===== config.mk =====
export PLATFORM = sky130hd
export DESIGN_NAME = hazard_ctrl
export DESIGN_NICKNAME = d
export VERILOG_FILES = /design/src/rtl/hazard_ctrl.sv
export SDC_FILE = /design/constraint.sdc
export NUM_CORES = 1
export LEC_CHECK = 0
export CORE_UTILIZATION = 30
export CTS_CLUSTER_DIAMETER = 100
export CTS_CLUSTER_SIZE = 8
export DETAILED_ROUTE_END_ITERATION = 12
export MAX_ROUTING_LAYER = met4
export SYNTH_ARGS = -nofsm -noshare
export SYNTH_HDL_FRONTEND = slang
export SYNTH_SLANG_ARGS = --single-unit

===== constraint.sdc =====
create_clock -name i_clk -period 3 [get_ports i_clk]
set_input_delay 0.45 -clock i_clk [delete_from_list [all_inputs] [get_ports i_clk]]
set_output_delay 0.45 -clock i_clk [all_outputs]
set_load 0.1 [all_outputs]

===== src/rtl/hazard_ctrl.sv =====
// rtl/hazard_ctrl.sv - pipeline stall/flush sequencing for the 5-stage RV32I core
module hazard_ctrl #(
    parameter int MD_LAT = 4,
    parameter int CNT_W  = 32
) (
    input  logic             i_clk,
    input  logic             i_rst,
    input  logic [4:0]       i_hazard_IFID_Rs1,
    input  logic [4:0]       i_hazard_IFID_Rs2,
    input  logic             i_hazard_IFID_UseRs1,
    input  logic             i_hazard_IFID_UseRs2,
    input  logic [4:0]       i_hazard_IDEX_RegDst,
    input  logic             i_hazard_IDEX_MemRdEn,
    input  logic             i_hazard_IDEX_MdStart,
    input  logic             i_hazard_EX_Redirect,
    input  logic             i_hazard_DMem_Busy,
    output logic             o_hazard_PCWrEn,
    output logic             o_hazard_IFIDWrEn,
    output logic             o_hazard_IFIDFlush,
    output logic             o_hazard_IDEXWrEn,
    output logic             o_hazard_IDEXFlush,
    output logic             o_hazard_EXMWrEn,
    output logic             o_hazard_EXMFlush,
    output logic             o_hazard_MWBFlush,
    output logic             o_hazard_MdDone,
    output logic [1:0]       o_hazard_State,
    output logic [CNT_W-1:0] o_hazard_StallCnt
);

    typedef enum logic [1:0] {
        ST_RUN     = 2'b00,
        ST_MD_BUSY = 2'b01
    } state_t;

    localparam logic [7:0] MD_INIT = 8'(MD_LAT - 2);

    state_t           state, state_nxt;
    logic [7:0]       md_cnt, md_cnt_nxt;
    logic [CNT_W-1:0] stall_cnt;
    logic             load_use;

    // x0 is hardwired zero, so a load targeting it never produces a dependency
    assign load_use = i_hazard_IDEX_MemRdEn && (i_hazard_IDEX_RegDst != 5'd0) &&
                      ((i_hazard_IFID_UseRs1 && (i_hazard_IFID_Rs1 == i_hazard_IDEX_RegDst)) ||
                       (i_hazard_IFID_UseRs2 && (i_hazard_IFID_Rs2 == i_hazard_IDEX_RegDst)));

    always_ff @(posedge i_clk or posedge i_rst) begin
        if (i_rst) begin
            state  <= ST_RUN;
            md_cnt <= 8'd0;
        end else begin
            state  <= state_nxt;
            md_cnt <= md_cnt_nxt;
        end
    end

    always_ff @(posedge i_clk or posedge i_rst) begin
        if (i_rst) begin
            stall_cnt <= '0;
        end else if (!o_hazard_PCWrEn && (stall_cnt != '1)) begin
            stall_cnt <= stall_cnt + 1'b1;
        end
    end

    always_comb begin
        state_nxt          = state;
        md_cnt_nxt         = md_cnt;
        o_hazard_PCWrEn    = 1'b1;
        o_hazard_IFIDWrEn  = 1'b1;
        o_hazard_IFIDFlush = 1'b0;
        o_hazard_IDEXWrEn  = 1'b1;
        o_hazard_IDEXFlush = 1'b0;
        o_hazard_EXMWrEn   = 1'b1;
        o_hazard_EXMFlush  = 1'b0;
        o_hazard_MWBFlush  = 1'b0;
        o_hazard_MdDone    = 1'b0;

        if (i_rst) begin
            o_hazard_PCWrEn    = 1'b0;
            o_hazard_IFIDWrEn  = 1'b0;
            o_hazard_IDEXWrEn  = 1'b0;
            o_hazard_EXMWrEn   = 1'b0;
            o_hazard_IFIDFlush = 1'b1;
            o_hazard_IDEXFlush = 1'b1;
            o_hazard_EXMFlush  = 1'b1;
            o_hazard_MWBFlush  = 1'b1;
        end else if (i_hazard_DMem_Busy) begin
            // freeze everything upstream of M/WB; the FSM and md_cnt hold
            o_hazard_PCWrEn   = 1'b0;
            o_hazard_IFIDWrEn = 1'b0;
            o_hazard_IDEXWrEn = 1'b0;
            o_hazard_EXMWrEn  = 1'b0;
            o_hazard_MWBFlush = 1'b1;
        end else if (state == ST_MD_BUSY) begin
            if (md_cnt != 8'd0) begin
                o_hazard_PCWrEn   = 1'b0;
                o_hazard_IFIDWrEn = 1'b0;
                o_hazard_IDEXWrEn = 1'b0;
                o_hazard_EXMFlush = 1'b1;
                md_cnt_nxt        = md_cnt - 8'd1;
            end else begin
                o_hazard_MdDone = 1'b1;
                state_nxt       = ST_RUN;
            end
        end else if (i_hazard_EX_Redirect) begin
            o_hazard_IFIDFlush = 1'b1;
            o_hazard_IDEXFlush = 1'b1;
        end else if (i_hazard_IDEX_MdStart) begin
            // the start cycle is the first of MD_LAT-1 stall cycles
            o_hazard_PCWrEn   = 1'b0;
            o_hazard_IFIDWrEn = 1'b0;
            o_hazard_IDEXWrEn = 1'b0;
            o_hazard_EXMFlush = 1'b1;
            state_nxt         = ST_MD_BUSY;
            md_cnt_nxt        = MD_INIT;
        end else if (load_use) begin
            o_hazard_PCWrEn    = 1'b0;
            o_hazard_IFIDWrEn  = 1'b0;
            o_hazard_IDEXFlush = 1'b1;
        end
    end

    assign o_hazard_State    = state;
    assign o_hazard_StallCnt = stall_cnt;

endmodule

==> results of run 1 <==
[Yosys cell counts (2+ instances only)]
| master | count | area, um^2 |
|---|---|---|
| nand4_1 | 16 | 100 |
| o21ai_0 | 4 | 20.0 |
| nand4b_1 | 2 | 17.5 |
| nor2_1 | 15 | 56.3 |
| nand2_1 | 24 | 90.1 |
| and3_1 | 3 | 18.8 |
| mux2_4 | 2 | 30.0 |
| xnor2_1 | 25 | 219 |
| nand3_1 | 17 | 85.1 |
| nor4_2 | 5 | 62.6 |
| nor4b_1 | 2 | 17.5 |
| buf_2 | 4 | 20.0 |
| buf_4 | 3 | 22.5 |
| and2_1 | 2 | 12.5 |
| dfrtp_1 | 41 | 1030 |
| inv_1 | 6 | 22.5 |
| xor2_1 | 19 | 166 |
| or3_1 | 2 | 12.5 |
| or2_1 | 2 | 12.5 |
| and4_1 | 2 | 17.5 |
| nor3_1 | 11 | 55.1 |
| nor4_1 | 7 | 43.8 |
| nor3_2 | 2 | 20.0 |
| nand4_2 | 2 | 25.0 |
| ha_1 | 3 | 37.5 |
[metrics by stage]
stage | instances | area [um^2]
after global placement | 403 | 3140
after detailed placement | 403 | 3140
final | 411 | 3220
after global routing | 411 | 3220
after CTS | 411 | 3220
after floorplan | 242 | 2440
[final cells by class]
class | count | area share (%)
multi-input cells | 184 | 40.0
repair buffers | 69 | 20.5
inverters | 7 | 1.13
clock buffers | 8 | 2.49
well taps | 102 | 3.97
flip-flops and latches | 41 | 31.9
[per-layer routing]
metal | global-route usage [%] | part of all wire (%)
met1 | 19.1 | 47
met2 | 24.8 | 47
met3 | 2.85 | 4.1
met4 | 5.03 | 1.6
met5 | - | 0
[power groups by stage]
stage | combinational [uW] | sequential [uW] | clock [uW]
5_1_grt | 1540 | 891 | 375
3_3_place_gp | 1460 | 865 | 0
4_1_cts | 1480 | 862 | 352
2_1_floorplan | 555 | 1450 | 0
3_5_place_dp | 1470 | 869 | 0
6_report | 1470 | 862 | 341
[cells by family after synthesis]
kind of cell             synth area share, %
other                                  0.157
AND/OR/NAND/NOR                         29.6
adder cells (fa/ha/maj)                 1.57
AO/OA/AOI/OAI                           3.76
buffers and inverters                   3.92
XOR/XNOR                                16.1
multiplexers                            2.14
flip-flops                              42.8
[registers in the layout, indices dropped and copies added (netlist names)]
register	count
md_cnt	8
o_hazard_State	1
o_hazard_StallCnt	32
[worst max-delay path: stages]
cell	delay, ns
clkdlybuf4s50_1	0.47
or4_1	0.57
o21ai_2	0.15
nor3_1	0.07
a21bo_4	0.24
inv_4	0.18
buf_12	0.21
[worst paths after layout]
kind                                         startpoint               endpoint  slack [ns]
worst max-delay path            i_hazard_IDEX_RegDst[1]      o_hazard_IFIDWrEn        0.21
worst min-delay path                              i_rst      o_hazard_State[0]        0.46
worst max register to register                md_cnt[0]   o_hazard_StallCnt[1]        0.73
worst min register to register     o_hazard_StallCnt[8]   o_hazard_StallCnt[8]        0.51
max in group asynchronous                         i_rst  o_hazard_StallCnt[28]        1.85
min in group i_clk                 o_hazard_StallCnt[8]   o_hazard_StallCnt[8]        0.51
==> results.toml, run 1 <==
[final_layout]
multi_input_area_um2 = 1280
nFillCells = 758
seqCellArea_um2 = 1030
diodes = 0
fin_util_pct = 41.6
final_cell_mix = "dfrtp_1 (41), buf_4 (40), xnor2_1 (25), nand2_1 (23), clkdlybuf4s50_1 (22)"
drive_gt1_share_pct = 24.6
finalNetCount = 334
mostFrequentLayoutCell = "dfrtp_1"
syn_to_final_growth_pct = 34.2

[clock_network]
cts_tree = "yes"
cts.sinks = 41
cts_buffer_depth = 2
clk_pin_slew_ns = 0.07
post_cts.repair.setup_buffers = 0
worstSkewPairLatency_ns = 0.28
cts_resized = 0
hold_buffers = 0
cts_buffers = 5
cts_root_buf = "clkbuf_8"
cts_max_level = 2

[timing]
finalHoldViolCount = 0
setup_tns_ns = 0
fmax_ghz = 0.358
holdWs_ns = 0.463
final.setup_skew_ns = 0.00683
setup_violations = 0
fin_crit_sh_pct = 93.1
period_needed_ns = 2.79
drv_slew = 0
slew_headroom_pct = 61.1
tightestPinTransition_ns = 0.584
rsz0062_at_grt = "no"
finalWorstSetupSlack_ns = 0.207

[synthesis]
yosysUniqueCellTypes = 46
synthCells = 242
syn_area_um2 = 2400
ys_seq_elements = 41
yosysSeqAreaShare_pct = 42.8
syn-num-nets = 268
synth_edf_count = 0
ys.warnings.count = 0
synth_ff_type = "dfrtp_1"
ys_async_sr_fraction_pct = 100
syn_area_per_cell_um2 = 9.90

[status]
status = "completed"

[floorplanning]
fp.dieW_um = 91.4
die-height_um = 91.4
die_area_um2 = 8350
fp-row-count = 32
initial_utilization_pct = 31.0
core_area_um2 = 7730
pin_count = 66

[critical_path]
crit_type = "in -> out"
cp.required_ns = 2.55
r2r.worst_path.cells = 9
critPathCaptureType = "output port"
arrival_ns = 2.34
cp-start-kind = "input pin"
path_max_fanout = 13

[pwr]
p_per_area_nw_per_um2 = 830
comb_power_share_pct = 54.9
swShare_pct = 52.9
leakage_uw = 0.00125
power_frac_seq_pct = 32.3
p_switching_uw = 1410
p_int_uw = 1260
p_clk_share_pct = 12.8
ir_drop_mv = 1.01
finalPower_uw = 2670

[drt]
ant_nets = 0
vias_per_cell = 4.90
firstDrtPassIters = 4
via_count = 2012
first_iter_violations = 97
wire_per_inst_um = 13.9
drc = 0
routed_wl_mm = 5.70

[placement]
place_ws_ns = 0.207
dp.final_hpwl_mm = 4.28
gp_congestion = 0.839
port_buffers = 64

[grt]
grt_use_total_pct = 15.3
grt_start_max_net_pins = 36
grt_pass1_wl_mm = 9.90
antenna_found_initial = 0
grt_remaining_overflow = 0
grt_pass1_vias = 1988

[worst_hold_path]
hold_path_class = "in -> async"

[job]
drv_cap = 0
Power figures use the tool's default switching activity.
==> inputs of run 2 (changes only) <==
Settings changed: DONT_BUFFER_PORTS set to 1.
==> run 2 against run 1 <==
Compared with the run above:
- sequential power down 6.8%
- sequential share of layout area up 3.0 points
- utilization down 3.6 points
- highest routed layer unchanged
- worst hold slack worse by 0.25 ns
- power down 1.3%
- global-route usage down 0.48 points
==> results.toml, run 2 (synthesis results as in run 1) <==
[status]
status = "completed"

[critical_path]
critPathCaptureType = "output port"
crit_cells = 8
path_delay_family = "buffers and inverters"
max_stage_delay_ns = 0.38
ff2ff_setup_slack_ns = 0.55
crit_slowest_cell = "dfrtp_1"
crit_end = "o_hazard_IFIDWrEn"
cp.required_ns = 2.55
path_buf_inv = 3
r2r_end = "o_hazard_StallCnt[26]"
path_max_fanout = 14
r2r.worst_path.cells = 10
cp_cell_sequence = "inv_1, ha_1, nor3b_1, a21bo_2, and3_4, a21bo_4, inv_6, buf_12"
arrival_ns = 2.37
crit_type = "reg -> out"
crit_path_start = "md_cnt[0]"
cp-start-kind = "flop"
worstReg2RegStart = "md_cnt[0]"

[clock_network]
cts.sinks = 41
worstSkewPairLatency_ns = 0.29
cts_buffer_depth = 2
clk_pin_slew_ns = 0.07
cts_buffers = 5
cts_resized = 0
hold_buffers = 0
cts_root_buf = "clkbuf_8"
cts_max_level = 2
cts_tree = "yes"
post_cts.repair.setup_buffers = 0

[final_layout]
nFillCells = 769
largest_reg_flops = 32
stdcell_count = 386
final_cell_mix = "buf_4 (42), dfrtp_1 (41), xnor2_1 (25), nand2_1 (23), xor2_1 (19)"
seqCellArea_um2 = 1030
postLayoutCellArea_um2 = 2940
mostFrequentLayoutCell = "buf_4"
drive_gt1_share_pct = 26.4
syn_to_final_growth_pct = 22.7
finalNetCount = 310
diodes = 0
multi_input_area_um2 = 1280

[timing]
rsz0062_at_grt = "no"
setup_violations = 0
drv_slew = 0
final.setup_skew_ns = 0.00267
fin_crit_sh_pct = 93.9
fmax_ghz = 0.355
slew_headroom_pct = 63.9
finalWorstSetupSlack_ns = 0.183
finalHoldViolCount = 0
tightestPinTransition_ns = 0.542
period_needed_ns = 2.82
setup_tns_ns = 0

[drt]
vias_per_cell = 4.96
first_iter_violations = 108
drc = 0
routed_wl_mm = 5.63
ant_nets = 0
wire_per_inst_um = 14.6
firstDrtPassIters = 4
via_count = 1916

[pwr]
p_per_area_nw_per_um2 = 897
ir_drop_mv = 0.813
finalPower_uw = 2640
leakage_uw = 0.00114

[placement]
placed_area_um2 = 2850
dpl.cell_count = 379
gp_congestion = 0.786
port_buffers = 0
place_ws_ns = 0.413
dp.final_hpwl_mm = 4.19

[floorplanning]
die-height_um = 91.4
initial_utilization_pct = 31.0
fp.dieW_um = 91.4
core_area_um2 = 7730
die_area_um2 = 8350
pin_count = 66
fp-row-count = 32

[grt]
grt_start_max_net_pins = 42
grt_use_total_pct = 14.8
grt_pass1_vias = 1889
grt_pass1_wl_mm = 9.47
antenna_found_initial = 0
grt_remaining_overflow = 0

[job]
drv_cap = 0

[worst_hold_path]
hold_path_class = "in -> async"
==> run 2: per-layer routing <==
layer	part of all wire, %	GRT usage (%)	vias up
met5	0	-	-
met4	0.91	4.89	0
met3	4.2	3.35	4
met2	47	22.9	41
met1	48	19.1	935
li1	-	-	936
==> run 2: worst min-delay path by stage <==
stage,end,cells after the start
CTS,o_hazard_StallCnt[0],2
global placement,o_hazard_StallCnt[2],1
floorplan,md_cnt[0],1
finish,md_cnt[1],2
global route,md_cnt[1],2
detailed placement,o_hazard_StallCnt[2],1
==> run 2: power by group <==
group          internal (uW)  switching, uW  leakage, uW
clock                    183            181    0.0000443
combinational            357           1110     0.000622
sequential               687            116     0.000477
total                   1230           1410      0.00114
==> run 2: final cells by class <==
type | instances | share of cell area, %
Clock buffer | 7 | 2.94
Timing Repair Buffer | 45 | 12.8
Sequential cell | 41 | 34.9
Inverter | 7 | 1.32
Tap cell | 102 | 4.34
Multi-Input combinational cell | 184 | 43.7
==> run 2: stage by stage <==
stage	hold slack [ns]	util [%]
4_1_cts	0.237	38.0
3_5_place_dp	0.510	36.9
2_1_floorplan	0.451	-
5_1_grt	0.268	38.0
6_report	0.215	38.0
3_3_place_gp	0.506	36.9
==> inputs of run 3 (changes only) <==
Settings changed: CORE_UTILIZATION 30 to 40, SLEW_MARGIN set to 30.
==> run 3 against run 2 <==
Compared with the run above:
- non-clock buffer count fell by 1
- global-route usage rose by 4.0 points
- combinational power barely moved
- critical path depth did not move
- flip-flop and latch count did not move
- highest routed layer unchanged
- largest cell class unchanged
- critical endpoint unchanged
==> results.toml, run 3 (synthesis results as in run 1) <==
[floorplanning]
die_area_um2 = 6300
core_area_um2 = 5640
die-height_um = 79.4
pin_count = 66
fp-row-count = 27
initial_utilization_pct = 42.5
fp.dieW_um = 79.4

[drt]
drc = 0
vias_per_cell = 5.38
firstDrtPassIters = 4
first_iter_violations = 173
ant_nets = 0
wire_per_inst_um = 14.6
routed_wl_mm = 5.21
via_count = 1915

[timing]
final.setup_skew_ns = 0.00796
finalHoldViolCount = 0
slew_headroom_pct = 61.0
setup_tns_ns = 0
drv_slew = 0
rsz0062_at_grt = "no"
setup_violations = 0
fin_crit_sh_pct = 91.9
tightestPinTransition_ns = 0.586
period_needed_ns = 2.76
fmax_ghz = 0.363
holdWs_ns = 0.189

[final_layout]
postLayoutCellArea_um2 = 2910
diodes = 0
nFillCells = 511
final_cell_mix = "dfrtp_1 (41), buf_4 (41), xnor2_1 (25), nand2_1 (23), xor2_1 (19)"
finalNetCount = 309
stdcell_count = 356
largest_reg_flops = 32
fin_util_pct = 51.6
syn_to_final_growth_pct = 21.6
drive_gt1_share_pct = 26.4

[clock_network]
hold_buffers = 0
cts.sinks = 41
cts_buffers = 5
clk_pin_slew_ns = 0.08
cts_max_level = 2
cts_root_buf = "clkbuf_8"
worstSkewPairLatency_ns = 0.30
cts_tree = "yes"
cts_buffer_depth = 2

[placement]
dp.final_hpwl_mm = 3.92
port_buffers = 0
placed_area_um2 = 2790
dpl.cell_count = 348
gp_congestion = 0.823

[critical_path]
critPathCaptureType = "output port"
arrival_ns = 2.31
cp_cell_sequence = "inv_1, ha_1, nor3b_1, a21bo_2, and3_4, a21bo_4, inv_4, buf_4"
path_buf_inv = 3
crit_slowest_cell = "dfrtp_1"
path_max_fanout = 14
crit_type = "reg -> out"
cp-start-kind = "flop"
max_stage_delay_ns = 0.38
cp.required_ns = 2.55
path_delay_family = "buffers and inverters"

[pwr]
p_switching_uw = 1400
p_per_area_nw_per_um2 = 930
p_clk_share_pct = 17.0
p_int_uw = 1310
leakage_uw = 0.00115
comb_power_share_pct = 53.0
ir_drop_mv = 0.947
swShare_pct = 51.8
power_frac_seq_pct = 29.9

[grt]
grt_remaining_overflow = 0
grt_start_max_net_pins = 42
grt_pass1_vias = 1881
grt_use_total_pct = 18.8
grt_pass1_wl_mm = 8.97
antenna_found_initial = 0

[job]
drv_cap = 0

[status]
status = "completed"

[worst_hold_path]
hold_path_class = "in -> async"
run 3: power groups by stage:
stage | Sequential [uW] | Clock, uW | Combinational [uW]
global placement | 816 | 0 | 1430
detailed placement | 821 | 0 | 1440
CTS | 810 | 477 | 1450
floorplan | 1450 | 0 | 555
global route | 830 | 501 | 1520
finish | 811 | 462 | 1440
run 3: final timing paths:
kind                                          to                   from  cells after the start  slack (ns)
hold / removal                         md_cnt[1]                  i_rst                      2        0.19
max in group asynchronous  o_hazard_StallCnt[14]                  i_rst                      2        2.44
setup / recovery               o_hazard_IFIDWrEn              md_cnt[0]                      8        0.24
setup reg to reg           o_hazard_StallCnt[17]              md_cnt[0]                     10        0.51
hold reg to reg            o_hazard_StallCnt[20]  o_hazard_StallCnt[20]                      1        0.52
min in group i_clk             o_hazard_State[0]  i_hazard_IDEX_MdStart                      2        0.39
run 3: cell type report:
type	count	area [um^2]	area share, %
multi-input combinational	184	1280	44.1
clock buffer	7	86.3	2.96
inverter	7	36.3	1.25
sequential	41	1030	35.2
timing repair buffer	44	359	12.3
clock inverter	1	30.0	1.03
tap	72	90.1	3.09
run 3: what timing repair did:
item / 4_1_cts / 5_1_grt
resized for setup: 0 / 1
endpoints found under the setup margin: 0 / 1
buffers inserted: 0 / 0
run 3: layer usage:
| metal | global-route usage, % | routed length (um) |
|---|---|---|
| met5 | - | 0 |
| met4 | 6.36 | 67 |
| met3 | 5.60 | 306 |
| met2 | 29.5 | 2530 |
| met1 | 23.0 | 2300 |
run 3: per-stage QoR:
| stage | power [uW] | setup slack [ns] |
|---|---|---|
| after floorplan | 2000 | 0.0775 |
| after global placement | 2250 | 0.440 |
| after detailed placement | 2260 | 0.401 |
| after CTS | 2740 | 0.135 |
| after global routing | 2850 | 0.0706 |
| final | 2710 | 0.243 |
